--- src/rtl/cnt256_disp_scan_if.sv ---
// ============================================================================
//  Module   : cnt256_disp_scan_if
//  Brief    : Counter-value inputs and display-drive outputs of the scanner.
//  Revision : 1.0 - initial release
// ============================================================================
`default_nettype none

interface cnt256_disp_scan_if;
    logic [3:0] QH;
    logic [3:0] QL;
    logic       C;
    logic [6:0] Seg;
    logic       Dp;
    logic [1:0] Dig;
    logic [3:0] Wraps;

    // master: the counter side / environment; slave: the display scanner
    modport master (
        output QH, QL, C,
        input  Seg, Dp, Dig, Wraps
    );

    modport slave (
        input  QH, QL, C,
        output Seg, Dp, Dig, Wraps
    );
endinterface

`default_nettype wire

--- src/rtl/cnt256_disp_scan.sv ---
// ============================================================================
//  Module   : cnt256_disp_scan
//  Brief    : Two-digit multiplexed 7-segment driver for an 8-bit hex counter
//             with per-frame capture, leading-zero blank and wrap flash/tally.
//  Revision : 1.0 - initial release
// ============================================================================
`default_nettype none

module cnt256_disp_scan #(
    parameter int SCAN_DIV = 4,
    parameter int DP_HOLD  = 8,
    parameter bit BLANK_LZ = 1'b1
) (
    input  logic               Clk,
    input  logic               MR,
    cnt256_disp_scan_if.slave  bus
);

    localparam int             DIV_W    = $clog2(SCAN_DIV);
    localparam logic [DIV_W-1:0] DIV_LAST = DIV_W'(SCAN_DIV - 1);
    localparam logic [DIV_W-1:0] DIV_ZERO = '0;
    localparam logic [7:0]     DP_LOAD  = 8'(DP_HOLD);
    localparam logic [3:0]     WRAP_MAX = 4'hF;

    localparam logic [0:0]     SEL_LO   = 1'b0;
    localparam logic [0:0]     SEL_HI   = 1'b1;

    localparam logic [1:0]     DIG_LO   = 2'b01;
    localparam logic [1:0]     DIG_HI   = 2'b10;
    localparam logic [6:0]     SEG_OFF  = 7'h00;

    logic [DIV_W-1:0] div_cnt;
    logic [0:0]       sel;
    logic [0:0]       sel_next;
    logic [7:0]       shadow;
    logic             c_d;
    logic [7:0]       dp_cnt;
    logic [3:0]       wrap_cnt;

    logic             tick;
    logic             carry_edge;
    logic [3:0]       digit_val;
    logic             blank;
    logic [6:0]       seg_o;
    logic             dp_o;
    logic [1:0]       dig_o;

    function automatic logic [6:0] hex7(input logic [3:0] v);
        case (v)
            4'h0:    hex7 = 7'h3F;
            4'h1:    hex7 = 7'h06;
            4'h2:    hex7 = 7'h5B;
            4'h3:    hex7 = 7'h4F;
            4'h4:    hex7 = 7'h66;
            4'h5:    hex7 = 7'h6D;
            4'h6:    hex7 = 7'h7D;
            4'h7:    hex7 = 7'h07;
            4'h8:    hex7 = 7'h7F;
            4'h9:    hex7 = 7'h6F;
            4'hA:    hex7 = 7'h77;
            4'hB:    hex7 = 7'h7C;
            4'hC:    hex7 = 7'h39;
            4'hD:    hex7 = 7'h5E;
            4'hE:    hex7 = 7'h79;
            default: hex7 = 7'h71;
        endcase
    endfunction

    assign tick       = (div_cnt == DIV_LAST);
    assign carry_edge = bus.C & ~c_d;

    // ------------------------------------------------------------------
    // Digit-select state machine: state register
    // ------------------------------------------------------------------
    always_ff @(posedge Clk or negedge MR) begin
        if (!MR) begin
            sel <= SEL_LO;
        end else begin
            sel <= sel_next;
        end
    end

    // Next state: alternate digits on every divider tick
    always_comb begin
        sel_next = sel;
        if (tick) begin
            case (sel)
                SEL_LO:  sel_next = SEL_HI;
                default: sel_next = SEL_LO;
            endcase
        end
    end

    // Outputs: decoded purely from registered state, never from QH/QL/C
    always_comb begin
        dig_o     = DIG_LO;
        digit_val = shadow[3:0];
        blank     = 1'b0;
        dp_o      = 1'b0;
        case (sel)
            SEL_LO: begin
                dig_o     = DIG_LO;
                digit_val = shadow[3:0];
                dp_o      = (dp_cnt != 8'd0);
            end
            default: begin
                dig_o     = DIG_HI;
                digit_val = shadow[7:4];
                blank     = BLANK_LZ && (shadow[7:4] == 4'h0);
            end
        endcase
        seg_o = blank ? SEG_OFF : hex7(digit_val);
    end

    // ------------------------------------------------------------------
    // Scan divider
    // ------------------------------------------------------------------
    always_ff @(posedge Clk or negedge MR) begin
        if (!MR) begin
            div_cnt <= DIV_ZERO;
        end else if (tick) begin
            div_cnt <= DIV_ZERO;
        end else begin
            div_cnt <= div_cnt + 1'b1;
        end
    end

    // Capture only on the high->low boundary so a whole frame shows one value
    always_ff @(posedge Clk or negedge MR) begin
        if (!MR) begin
            shadow <= 8'h00;
        end else if (tick && (sel == SEL_HI)) begin
            shadow <= {bus.QH, bus.QL};
        end
    end

    // ------------------------------------------------------------------
    // Carry edge detect, decimal-point stretch and saturating wrap tally
    // ------------------------------------------------------------------
    always_ff @(posedge Clk or negedge MR) begin
        if (!MR) begin
            c_d <= 1'b0;
        end else begin
            c_d <= bus.C;
        end
    end

    // A new edge restarts the flash rather than extending it
    always_ff @(posedge Clk or negedge MR) begin
        if (!MR) begin
            dp_cnt <= 8'd0;
        end else if (carry_edge) begin
            dp_cnt <= DP_LOAD;
        end else if (dp_cnt != 8'd0) begin
            dp_cnt <= dp_cnt - 8'd1;
        end
    end

    always_ff @(posedge Clk or negedge MR) begin
        if (!MR) begin
            wrap_cnt <= 4'h0;
        end else if (carry_edge && (wrap_cnt != WRAP_MAX)) begin
            wrap_cnt <= wrap_cnt + 4'h1;
        end
    end

    assign bus.Seg   = seg_o;
    assign bus.Dp    = dp_o;
    assign bus.Dig   = dig_o;
    assign bus.Wraps = wrap_cnt;

endmodule

`default_nettype wire

--- src/flat_wrapper.sv ---
// flat-port wrapper written by rule: the top's interface ports become plain ports
module cnt256_disp_scan_flat 
#(
    parameter int SCAN_DIV = 4,
    parameter int DP_HOLD  = 8,
    parameter bit BLANK_LZ = 1'b1
)
  (Clk, MR, bus_QH, bus_QL, bus_C, bus_Seg, bus_Dp, bus_Dig, bus_Wraps);
  cnt256_disp_scan_if bus_i ();
  input  logic Clk;
  input  logic MR;
  input wire logic [$bits(bus_i.QH)-1:0] bus_QH;
  input wire logic [$bits(bus_i.QL)-1:0] bus_QL;
  input wire logic [$bits(bus_i.C)-1:0] bus_C;
  output wire logic [$bits(bus_i.Seg)-1:0] bus_Seg;
  output wire logic [$bits(bus_i.Dp)-1:0] bus_Dp;
  output wire logic [$bits(bus_i.Dig)-1:0] bus_Dig;
  output wire logic [$bits(bus_i.Wraps)-1:0] bus_Wraps;
  assign bus_i.QH = bus_QH;
  assign bus_i.QL = bus_QL;
  assign bus_i.C = bus_C;
  assign bus_Seg = bus_i.Seg;
  assign bus_Dp = bus_i.Dp;
  assign bus_Dig = bus_i.Dig;
  assign bus_Wraps = bus_i.Wraps;
  cnt256_disp_scan #(.SCAN_DIV(SCAN_DIV), .DP_HOLD(DP_HOLD), .BLANK_LZ(BLANK_LZ)) u_core (.Clk(Clk), .MR(MR), .bus(bus_i));
endmodule
--- config.mk ---
export PLATFORM = sky130hd
export DESIGN_NAME = cnt256_disp_scan_flat
export DESIGN_NICKNAME = d
export VERILOG_FILES = /design/src/rtl/cnt256_disp_scan_if.sv /design/src/rtl/cnt256_disp_scan.sv /design/src/flat_wrapper.sv
export SDC_FILE = /design/constraint.sdc
export NUM_CORES = 1
export LEC_CHECK = 0
export BUFFER_PORTS_ARGS = -buffer_cell sky130_fd_sc_hd__buf_2
export CAP_MARGIN = 10
export CORE_UTILIZATION = 56
export CTS_CLUSTER_SIZE = 25
export DETAILED_ROUTE_END_ITERATION = 12
export PLACE_DENSITY = 0.9
export SLEW_MARGIN = 20
export SYNTH_ARGS = -nofsm -noshare
export SYNTH_HDL_FRONTEND = slang
export SYNTH_SLANG_ARGS = --single-unit
--- constraint.sdc ---
create_clock -name Clk -period 4.3 [get_ports Clk]
set_input_delay 0 -clock Clk [delete_from_list [all_inputs] [get_ports Clk]]
set_output_delay 0 -clock Clk [all_outputs]
set_load 0.01 [all_outputs]
Word level (Yosys, flattened, before mapping)
Memory sizes are Yosys's and may differ from the RTL's.
Cells that the tools add are included.
{ "totals": {"mem_count": 1, "rom_bits": 112, "reg_bits": 24} }
{ "classes": {"bitwise": 2, "muxes": 9, "add_sub_neg": 3, "n_reduce_logical": 5, "n_eq_ne": 2} }
{ "mem_list": {"columns": ["name", "depth", "word_bits", "rd", "rd_clocked_by_memory_dff", "write_ports", "line", "text"], "rows": [
  ["(no name shown)", 16, 7, 1, 0, 0, "cnt256_disp_scan.sv:49", "case (v)"]
]} }
{ "op_table": {"columns": ["cell", "n"], "rows": [
  ["8-bit 2-to-1 mux", 2],
  ["8-bit nonzero test", 1],
  ["8-bit by 1-bit subtractor with 8-bit output (second input constant)", 1],
  ["7-bit 2-to-1 mux", 1],
  ["4-bit by 1-bit adder with 4-bit output (second input constant)", 1],
  ["4-bit logical NOT", 1],
  ["2-bit 2-to-1 mux", 2],
  ["4-bit 2-to-1 mux", 1],
  ["4-bit != test (second input constant)", 1],
  ["1-bit 2-to-1 mux", 3],
  ["2-bit by 1-bit adder with 2-bit output (second input constant)", 1],
  ["2-bit == test (second input constant)", 1],
  ["1-bit logical AND", 2],
  ["2-bit nonzero test", 1],
  ["1-bit bitwise AND", 1],
  ["1-bit NOT", 1]
]} }

Logic depth before layout (Yosys ltp)
Gate-level depths: netlist of run 1.
{ "depth": {"depth_word": 3, "depth_mapped": 9, "mapped_depth_nobuf": 7} }

Worst setup path after synthesis of run 1
No wires, ideal clock.
{ "synth_path": {"path_type": "register to output", "start": "register u_core.sel", "end": "output port bus_Seg[3]", "t_arrival_ns": 1.982, "path_buffers": 2, "path_slack_ns": 2.318, "t_required_ns": 4.300, "path_stages_with_launch": 10, "cell_sequence": "dfrtp_1 buf_6 buf_6 mux2i_2 inv_1 ha_1 nor2b_1 o32ai_1 a221oi_1 nor3_1"} }
{ "synth_via": {"elab_chain_cells": 3} }
{ "synth_lines": {"columns": ["element", "line", "text"], "rows": [
  ["start, declared", "cnt256_disp_scan.sv:33", "logic [0:0] sel;"],
  ["start signal, assigned", "cnt256_disp_scan.sv:79", "sel <= sel_next;"],
  ["4-bit 2-to-1 mux", "cnt256_disp_scan.sv:100", "case (sel)"],
  ["memory 16 x 7 bit", null, null],
  ["7-bit 2-to-1 mux (*)", "cnt256_disp_scan.sv:112", "seg_o = blank ? SEG_OFF : hex7(digit_val);"],
  ["end, declared", "flat_wrapper.sv:15", "output wire logic [$bits(bus_i.Seg)-1:0] bus_Seg;"]
]} }
Every way passes the cells marked *; elsewhere a longest branch is shown, timed or not.

Worst setup path in the final report of run 1
Ends and elaborated chain as after synthesis.

==> impl_metrics.json, run 1 <==
{
  "postPlaceCellArea_sq_mm": 0.00160,
  "syn_nets": 166,
  "fin_crit_ns": 2.81,
  "h-tree-depth": 1,
  "peakVddDrop_mv": 0.380,
  "hold_viol": 0,
  "drtPass1Iterations": 4,
  "synth_area_leaders": "dfrtp_1, mux2_2, ha_1",
  "synth_top_family_by_area": "simple AND/OR/NAND/NOR gates",
  "crit_path_max_incr_delay_ns": 0.79,
  "cts_root_buf": "clkbuf_4",
  "dpl.hpwl_um": 2260,
  "area_growth_pct": 16.7,
  "powerDensity_mw_per_mm2": 454,
  "grt_pass1_wl_um": 5090,
  "cp.arrival_ns": 2.81,
  "routedWlPerCell_um": 16.0,
  "slowest_stage": "dfrtp_1",
  "final_antenna_net_count": 0,
  "viasPerCell": 6.04,
  "async_reset_ff_frac": 1.00,
  "dieArea_sq_mm": 0.00289,
  "synth-xor-area-share": 0.0234,
  "slew_violations": 0,
  "finalCritPeriodShare": 0.653,
  "rr_worst_depth": 2,
  "dr_total_vias": 1263,
  "relSlewSlack": 0.542,
  "status": "complete, no violations",
  "path_class": "flop to primary output",
  "ys_warn_count": 0,
  "cts_buffer_depth": 2,
  "syn-cell-area_sq_mm": 0.00150,
  "clk_pin_slew_ns": 0.13,
  "antenna_found_initial": 0,
  "synth-simple-area-share": 0.198,
  "fill_cells": 163,
  "fp.dieW_um": 53.8,
  "required_ns": 4.30,
  "grt_overflow": 0,
  "place_inst": 195,
  "fmax_mhz": 356,
  "rsz0062_at_grt": "false",
  "initial_utilization": 0.600,
  "yosysTopAreaCell": "dfrtp_1",
  "drt_iter0_drc": 35,
  "critical_path_depth": 8,
  "critical-path-top-delay-family": "flip-flops",
  "critical_path.max_fanout": 17,
  "coreArea_sq_mm": 0.00250,
  "fin_nets": 199,
  "final_area_sq_mm": 0.00175,
  "max-cap-violations": 0,
  "grt_max_degree": 25,
  "die_h_um": 53.8,
  "synth-adder-area-share": 0.0667,
  "portBuffers": 24,
  "synth_cells": 147,
  "final_cells": 209,
  "io_pins": 25,
  "synth_top_area_frac": 0.400,
  "clock_latency_ns": 0.31,
  "cts.hold.buffers_added": 10,
  "worst-path-buf-inv": 2,
  "final_cell_mix": "buf_2, dfrtp_1, a21oi_1",
  "cts_resized": 0,
  "path_cells": "mux2i_2 > inv_1 > ha_1 > nor2b_1 > o32ai_1 > a221oi_1 > nor3_1 > buf_2",
  "synth-seq-cells": 24,
  "ys_seq_area_frac": 0.400,
  "clock_skew_ns": 0.00261,
  "cts.sinks": 24,
  "power_uw": 795,
  "cts_made_buffers": 3,
  "num_antenna_cells": 0,
  "synth.area.mux_share": 0.118,
  "groute.usage.overall": 0.247,
  "yosys.cell_types.count": 42,
  "endpoint_kind": "primary output",
  "cts_setup_buffers": 0,
  "synth-edff-count": 0,
  "cts_tree": "done",
  "start_kind": "flop",
  "grt_pass1_vias": 1153,
  "drc": 0,
  "drive_gt1_frac": 0.274,
  "gp_congestion": 0.872,
  "min_path_type": "primary input to asynchronous set/reset pin",
  "syn-mean-instance-area_sq_um": 10.2,
  "setup_violations": 0,
  "tns_ns": 0,
  "ys.flop_type": "dfrtp_1",
  "worst_slew_pin_slew_ns": 0.668,
  "routed_wl_um": 3340,
  "core.rowCount": 18,
  "p_leak_nw": 0.767,
  "synth_compound_gate_area_share": 0.128
}
[flip-flops by register name (all words and copies together) (netlist names)]
register,flops
u_core.bus.Wraps,4
u_core.c_d,1
u_core.div_cnt,2
u_core.dp_cnt,8
u_core.sel,1
u_core.shadow,8
[final timing paths]
kind	start	endpoint	slack [ns]
setup / recovery	u_core.sel$_DFFE_PN0P_	bus_Seg[3]	1.49
hold / removal	MR	u_core.shadow[7]$_DFFE_PN0P_	0.20
setup reg to reg	u_core.sel$_DFFE_PN0P_	u_core.shadow[4]$_DFFE_PN0P_	2.64
hold reg to reg	u_core.div_cnt[0]$_DFF_PN0_	u_core.div_cnt[0]$_DFF_PN0_	0.46
max in group asynchronous	MR	u_core.dp_cnt[0]$_DFFE_PN0P_	3.74
min in group Clk	bus_C	u_core.c_d$_DFF_PN0_	0.34
[cells in the mapped netlist, types with 3 or more instances]
library cell and number:
dfrtp_1 24, buf_6 3, a21oi_1 15, a211oi_1 4, inv_1 10, nor3_1 9, ha_1 8, mux2i_1 4
nor2_1 10, mux2_2 11, nand2_1 11
[logic make-up after synthesis]
| logic type | count (synthesis) |
|---|---|
| AND/OR/NAND/NOR | 49 |
| AO/OA/AOI/OAI | 30 |
| flip-flops | 24 |
| buffers and inverters | 16 |
| multiplexers | 16 |
| adder cells (fa/ha/maj) | 8 |
| XOR/XNOR | 4 |
[layout make-up]
type                       instances  area [sq um]  area share
sequential                        24           601       0.343
clock inverter                     1          30.0      0.0172
multi-input combinational        107           802       0.458
tap                               30          37.5      0.0214
clock buffer                       3          22.5      0.0129
inverter                          10          37.5      0.0214
timing repair buffer              34           220       0.126
[metrics by stage]
step | setup WS [ns] | utilization | hold WS, ns
2_1_floorplan | 2.32 | - | -0.296
3_3_place_gp | 2.09 | 0.639 | -0.00967
6_report | 1.49 | 0.700 | 0.200
5_1_grt | 1.30 | 0.700 | 0.213
3_5_place_dp | 1.96 | 0.639 | 0.00630
4_1_cts | 1.61 | 0.700 | 0.198
[worst register-to-register path: cells and delay by family (launching register included)]
kind / cells / cell delay (ns)
flip-flops: 1 / 0.79
multiplexers: 1 / 0.38
AND/OR/NAND/NOR: 1 / 0.39
[metal layers]
layer	vias up	wire length, um	global-route usage	part of all wire
met3	12	154	0.0367	0.046
met1	599	1440	0.314	0.43
met2	59	1670	0.395	0.50
met4	0	74	0.145	0.022
li1	593	-	-	-
met5	-	0	0	0
[power breakdown]
| part | total (mW) | leakage [nW] | switching (mW) | internal [mW] |
|---|---|---|---|---|
| combinational | 0.280 | 0.450 | 0.138 | 0.142 |
| clock | 0.162 | 0.0279 | 0.0681 | 0.0942 |
| sequential | 0.352 | 0.289 | 0.0742 | 0.278 |
(Power assumes the default switching activity.)
==> run 2, diff against run 1 <==
--- a/config.mk
+++ b/config.mk
@@ -7,10 +7,10 @@
 export LEC_CHECK = 0
 export BUFFER_PORTS_ARGS = -buffer_cell sky130_fd_sc_hd__buf_2
 export CAP_MARGIN = 10
-export CORE_UTILIZATION = 56
+export CORE_UTILIZATION = 55
 export CTS_CLUSTER_SIZE = 25
 export DETAILED_ROUTE_END_ITERATION = 12
-export PLACE_DENSITY = 0.9
+export PLACE_DENSITY = 0.89
 export SLEW_MARGIN = 20
 export SYNTH_ARGS = -nofsm -noshare
 export SYNTH_HDL_FRONTEND = slang
==> constraint.sdc (replaced) <==
create_clock -name Clk -period 2.72 [get_ports Clk]
set_input_delay 0 -clock Clk [delete_from_list [all_inputs] [get_ports Clk]]
set_output_delay 0 -clock Clk [all_outputs]
set_load 0.01 [all_outputs]
==> run 2 against run 1 <==
Against the previous run:
- register-to-register slack got worse by 1.5 ns
- global-route usage shrank 0.85 points
- setup slack got worse by 1.2 ns
- final cell count is 0.48% higher
- clock skew grew 0.0023 ns
- largest cell class unchanged
- wire length is 4.6% lower
- critical endpoint unchanged
- via count shrank 3.2%
- highest routed layer unchanged
- count of clock-buffer cells in the layout stayed put
- die area increased by 1.7%
==> impl_metrics.json, run 2 (synthesis gave the netlist of run 1 again) <==
{
  "power_mw": 1.26,
  "powerDensity_mw_per_mm2": 718,
  "cts_made_buffers": 3,
  "drc": 0,
  "core.rowCount": 18,
  "groute.usage.overall": 0.238,
  "initial_utilization": 0.595,
  "die_h_um": 54.2,
  "cts_setup_buffers": 0,
  "portBuffers": 24,
  "antenna_found_initial": 0,
  "crit_start": "u_core.sel$_DFFE_PN0P_",
  "path_class": "flop to primary output",
  "timing.rr.start": "u_core.dp_cnt[0]$_DFFE_PN0P_",
  "tns_ns": 0,
  "cp.arrival_ns": 2.39,
  "final_antenna_net_count": 0,
  "drive_gt1_frac": 0.278,
  "endpoint_kind": "primary output",
  "max-cap-violations": 0,
  "drtPass1Iterations": 4,
  "grt_pass1_wl_um": 4930,
  "start_kind": "flop",
  "cts_buffer_depth": 2,
  "final_cells": 210,
  "num_antenna_cells": 0,
  "worst_slew_pin_slew_ns": 0.678,
  "p_leak_nw": 0.772,
  "cts.hold.buffers_added": 10,
  "hold_viol": 0,
  "fin_nets": 200,
  "cts_root_buf": "clkbuf_4",
  "slew_violations": 0,
  "grt_overflow": 0,
  "fmax_mhz": 418,
  "clk_pin_slew_ns": 0.13,
  "whs_ns": 0.165,
  "area_growth_pct": 17.2,
  "routed_wl_um": 3180,
  "h-tree-depth": 1,
  "clock_latency_ns": 0.32,
  "status": "complete, no violations",
  "cts_tree": "done",
  "gp_congestion": 0.875,
  "setup_violations": 0,
  "io_pins": 25,
  "dieArea_sq_mm": 0.00294,
  "grt_pass1_vias": 1109,
  "dpl.hpwl_um": 2320,
  "required_ns": 2.72,
  "cts_resized": 0,
  "cts.sinks": 24,
  "coreArea_sq_mm": 0.00252,
  "dr_total_vias": 1223,
  "fin_crit_ns": 2.39,
  "rsz0062_at_grt": "false",
  "routedWlPerCell_um": 15.2,
  "critical_path.max_fanout": 5,
  "clock_skew_ns": 0.00487,
  "final_cell_mix": "buf_2, dfrtp_1, a21oi_1",
  "fp.dieW_um": 54.2,
  "viasPerCell": 5.82,
  "finalCritPeriodShare": 0.879,
  "min_path_type": "primary input to asynchronous set/reset pin",
  "fill_cells": 191,
  "grt_max_degree": 25,
  "relSlewSlack": 0.547,
  "drt_iter0_drc": 40,
  "peakVddDrop_mv": 0.701,
  "place_inst": 196
}
## run 2: cell types whose count changed in the layout (fill, tap and decap cells not counted), sizes merged
| cell | change |
|---|---|
| buf | +1 |
## run 2: final timing paths
| check | endpoint | slack, ns | depth (start not counted) |
|---|---|---|---|
| worst max-delay path | bus_Seg[3] | 0.33 | 8 |
| worst min-delay path | u_core.dp_cnt[2]$_DFFE_PN0P_ | 0.16 | 2 |
| worst max register to register | u_core.dp_cnt[4]$_DFFE_PN0P_ | 1.16 | 6 |
| worst min register to register | u_core.div_cnt[0]$_DFF_PN0_ | 0.46 | 1 |
| max in group asynchronous | u_core.bus.Wraps[0]$_DFFE_PN0P_ | 2.21 | 2 |
| min in group Clk | u_core.c_d$_DFF_PN0_ | 0.33 | 2 |
## run 2: metrics by stage
| stage | utilization | worst slack [ns] | cell area, sq um |
|---|---|---|---|
| 2_1_floorplan | - | 0.738 | 1500 |
| 3_3_place_gp | 0.636 | 0.886 | 1610 |
| 3_5_place_dp | 0.636 | 0.691 | 1610 |
| 4_1_cts | 0.697 | 0.318 | 1760 |
| 5_1_grt | 0.697 | 0.0737 | 1760 |
| 6_report | 0.697 | 0.330 | 1760 |
## run 2: power by group
group / internal, mW / switching [mW] / total [mW]
combinational: 0.228 / 0.223 / 0.451
sequential: 0.439 / 0.117 / 0.556
clock: 0.149 / 0.106 / 0.255
total: 0.816 / 0.447 / 1.26
## run 2: area by class of cell
cell class,count,area [sq um],area share
timing repair buffer,35,228,0.130
tap,30,37.5,0.0214
multi-input combinational,107,802,0.456
clock inverter,1,30.0,0.0171
sequential,24,601,0.342
inverter,10,37.5,0.0214
clock buffer,3,22.5,0.0128
## run 2: worst max-delay path, stage by stage (launching register included)
cell,delay (ns)
dfrtp_1,0.44
mux2i_2,0.35
inv_1,0.14
ha_1,0.22
nor2b_1,0.13
o32ai_1,0.33
a221oi_1,0.15
nor3_1,0.15
buf_2,0.16
## run 2: routing by layer
metal / vias to the layer above / GRT usage / wire length, um
li1: 593 / - / -
met1: 584 / 0.306 / 1340
met2: 42 / 0.394 / 1630
met3: 4 / 0.0583 / 177
met4: 0 / 0.0726 / 34
met5: - / 0 / 0
==> run 3, diff against run 2 <==
--- a/config.mk
+++ b/config.mk
@@ -6,7 +6,7 @@
 export NUM_CORES = 1
 export LEC_CHECK = 0
 export BUFFER_PORTS_ARGS = -buffer_cell sky130_fd_sc_hd__buf_2
-export CAP_MARGIN = 10
+export CAP_MARGIN = 20
 export CORE_UTILIZATION = 55
 export CTS_CLUSTER_SIZE = 25
 export DETAILED_ROUTE_END_ITERATION = 12
==> constraint.sdc (replaced) <==
create_clock -name Clk -period 2.72 [get_ports Clk]
set_input_delay 0 -clock Clk [delete_from_list [all_inputs] [get_ports Clk]]
set_output_delay 0 -clock Clk [all_outputs]
set_load 0.005 [all_outputs]
==> run 3 against run 2 <==
Against the previous run:
- critical path depth is the same
- non-clock buffer count is the same
- combinational power shrank 3%
- count of clock-buffer cells in the layout is the same
- register-to-register slack is essentially flat
- die area is the same
- maximum frequency grew 0.28%
- total power shrank 9.6%
- largest cell class unchanged
==> impl_metrics.json, run 3 (synthesis gave the netlist of run 1 again) <==
{
  "num_antenna_cells": 0,
  "slowest_stage": "dfrtp_1",
  "portBuffers": 24,
  "top_layer": "met4",
  "clock_skew_ns": 0.00342,
  "h-tree-depth": 1,
  "finalCritPeriodShare": 0.876,
  "clock_power_share": 0.133,
  "p_sw_uw": 424,
  "slew_violations": 0,
  "clk_pin_slew_ns": 0.12,
  "die_h_um": 54.2,
  "path_cells": "mux2i_2 > inv_1 > ha_1 > nor2b_1 > o32ai_1 > a221oi_1 > nor3_1 > buf_2",
  "worst-path-buf-inv": 2,
  "max-cap-violations": 0,
  "cts_buffer_depth": 2,
  "min_path_type": "primary input to asynchronous set/reset pin",
  "status": "complete, no violations",
  "relSlewSlack": 0.567,
  "drtPass1Iterations": 4,
  "worst_slew_pin_slew_ns": 0.631,
  "cts_root_buf": "clkbuf_4",
  "start_kind": "flop",
  "dpl.hpwl_um": 2350,
  "cts.sinks": 24,
  "power.internal_uw": 718,
  "whs_ns": 0.180,
  "fin_ws_ns": 0.337,
  "fin_crit_ns": 2.38,
  "cts_resized": 0,
  "cp.arrival_ns": 2.38,
  "grt_max_degree": 25,
  "pwr-share-seq": 0.486,
  "powerDensity_mw_per_mm2": 661,
  "drc": 0,
  "setup_violations": 0,
  "fmax_mhz": 420,
  "grt_pass1_vias": 1095,
  "groute.usage.overall": 0.235,
  "initial_utilization": 0.595,
  "wl_met1_um": 1360,
  "cts_setup_buffers": 0,
  "tns_ns": 0,
  "peakVddDrop_mv": 0.557,
  "crit_path_max_incr_delay_ns": 0.44,
  "antenna_found_initial": 0,
  "fp.dieW_um": 54.2,
  "power.share.switching": 0.371,
  "grt_pass1_wl_um": 4930,
  "clock_latency_ns": 0.31,
  "met2_length_um": 1600,
  "final_cell_mix": "buf_2, dfrtp_1, a21oi_1",
  "viasPerCell": 5.88,
  "critical-path-top-delay-family": "compound AO/OA/AOI/OAI gates",
  "io_pins": 25,
  "dp_slack_ns": 0.704,
  "dr_total_vias": 1228,
  "cts_made_buffers": 3,
  "critical_path.max_fanout": 5,
  "hold_viol": 0,
  "dieArea_sq_mm": 0.00294,
  "grt_overflow": 0,
  "drive_gt1_frac": 0.274,
  "routed_wl_um": 3160,
  "rsz0062_at_grt": "false",
  "routedWlPerCell_um": 15.1,
  "dr_wl_met3_um": 152,
  "area_growth_pct": 15.2,
  "endpoint_kind": "primary output",
  "cts_tree": "done",
  "p_comb_frac": 0.381,
  "gp_congestion": 0.875,
  "path_class": "flop to primary output",
  "required_ns": 2.72,
  "fin_nets": 200,
  "coreArea_sq_mm": 0.00252,
  "drt_iter0_drc": 35,
  "core.rowCount": 18,
  "p_leak_nw": 0.758,
  "final_antenna_net_count": 0
}
[run 3: cell types whose count changed in the layout (fill, tap and decap cells not counted)]
cell / before / now
bufinv_16: 1 / 0
[run 3: final timing paths]
path                                               from                            to  slack, ns  cells past startpoint
max reg2reg                u_core.dp_cnt[0]$_DFFE_PN0P_  u_core.dp_cnt[6]$_DFFE_PN0P_       1.16                      5
max                              u_core.sel$_DFFE_PN0P_                    bus_Seg[3]       0.34                      8
min in group Clk                                  bus_C          u_core.c_d$_DFF_PN0_       0.34                      2
max in group asynchronous                            MR  u_core.shadow[5]$_DFFE_PN0P_       2.19                      2
min                                                  MR  u_core.dp_cnt[7]$_DFFE_PN0P_       0.18                      2
min reg2reg                 u_core.div_cnt[0]$_DFF_PN0_   u_core.div_cnt[0]$_DFF_PN0_       0.44                      1
[run 3: what timing repair did]
item,CTS,global route
endpoints found under the setup margin,0,0
hold buffers,10,0
hold endpoints to repair,33,0
[run 3: area by class of cell]
cell class | instances | area (sq um)
repair buffers | 35 | 228
inverters | 10 | 37.5
well taps | 30 | 37.5
flip-flops and latches | 24 | 601
clock buffers | 3 | 22.5
fillers | 193 | 795
multi-input cells | 107 | 802
[run 3: worst register-to-register path: cells and delay by family (launching register included)]
kind	cells	cell delay (ns)
compound gates	2	0.31
buf+inv	1	0.08
fa+ha+maj	1	0.21
flops	1	0.43
simple gates	1	0.43
[run 3: stage by stage]
step | instance area [sq um] | std cells | power [mW] | utilization
floorplan | 1500 | 147 | 0.873 | -
global placement | 1610 | 196 | 0.945 | 0.636
detailed placement | 1610 | 196 | 0.985 | 0.636
CTS | 1730 | 209 | 1.15 | 0.685
global route | 1730 | 209 | 1.22 | 0.685
finish | 1730 | 209 | 1.14 | 0.685
[run 3: per-layer routing]
layer  track usage  vias to the layer above
li1              -                      594
met1         0.308                      585
met2         0.392                       41
met3        0.0444                        8
met4        0.0726                        0
met5             0                        -
[run 3: power by group through the flow]
stage	registers, mW	logic [mW]	clock network [mW]
3_5_place_dp	0.561	0.424	0
4_1_cts	0.554	0.438	0.153
3_3_place_gp	0.550	0.395	0
6_report	0.554	0.436	0.152
5_1_grt	0.569	0.487	0.168
2_1_floorplan	0.518	0.355	0
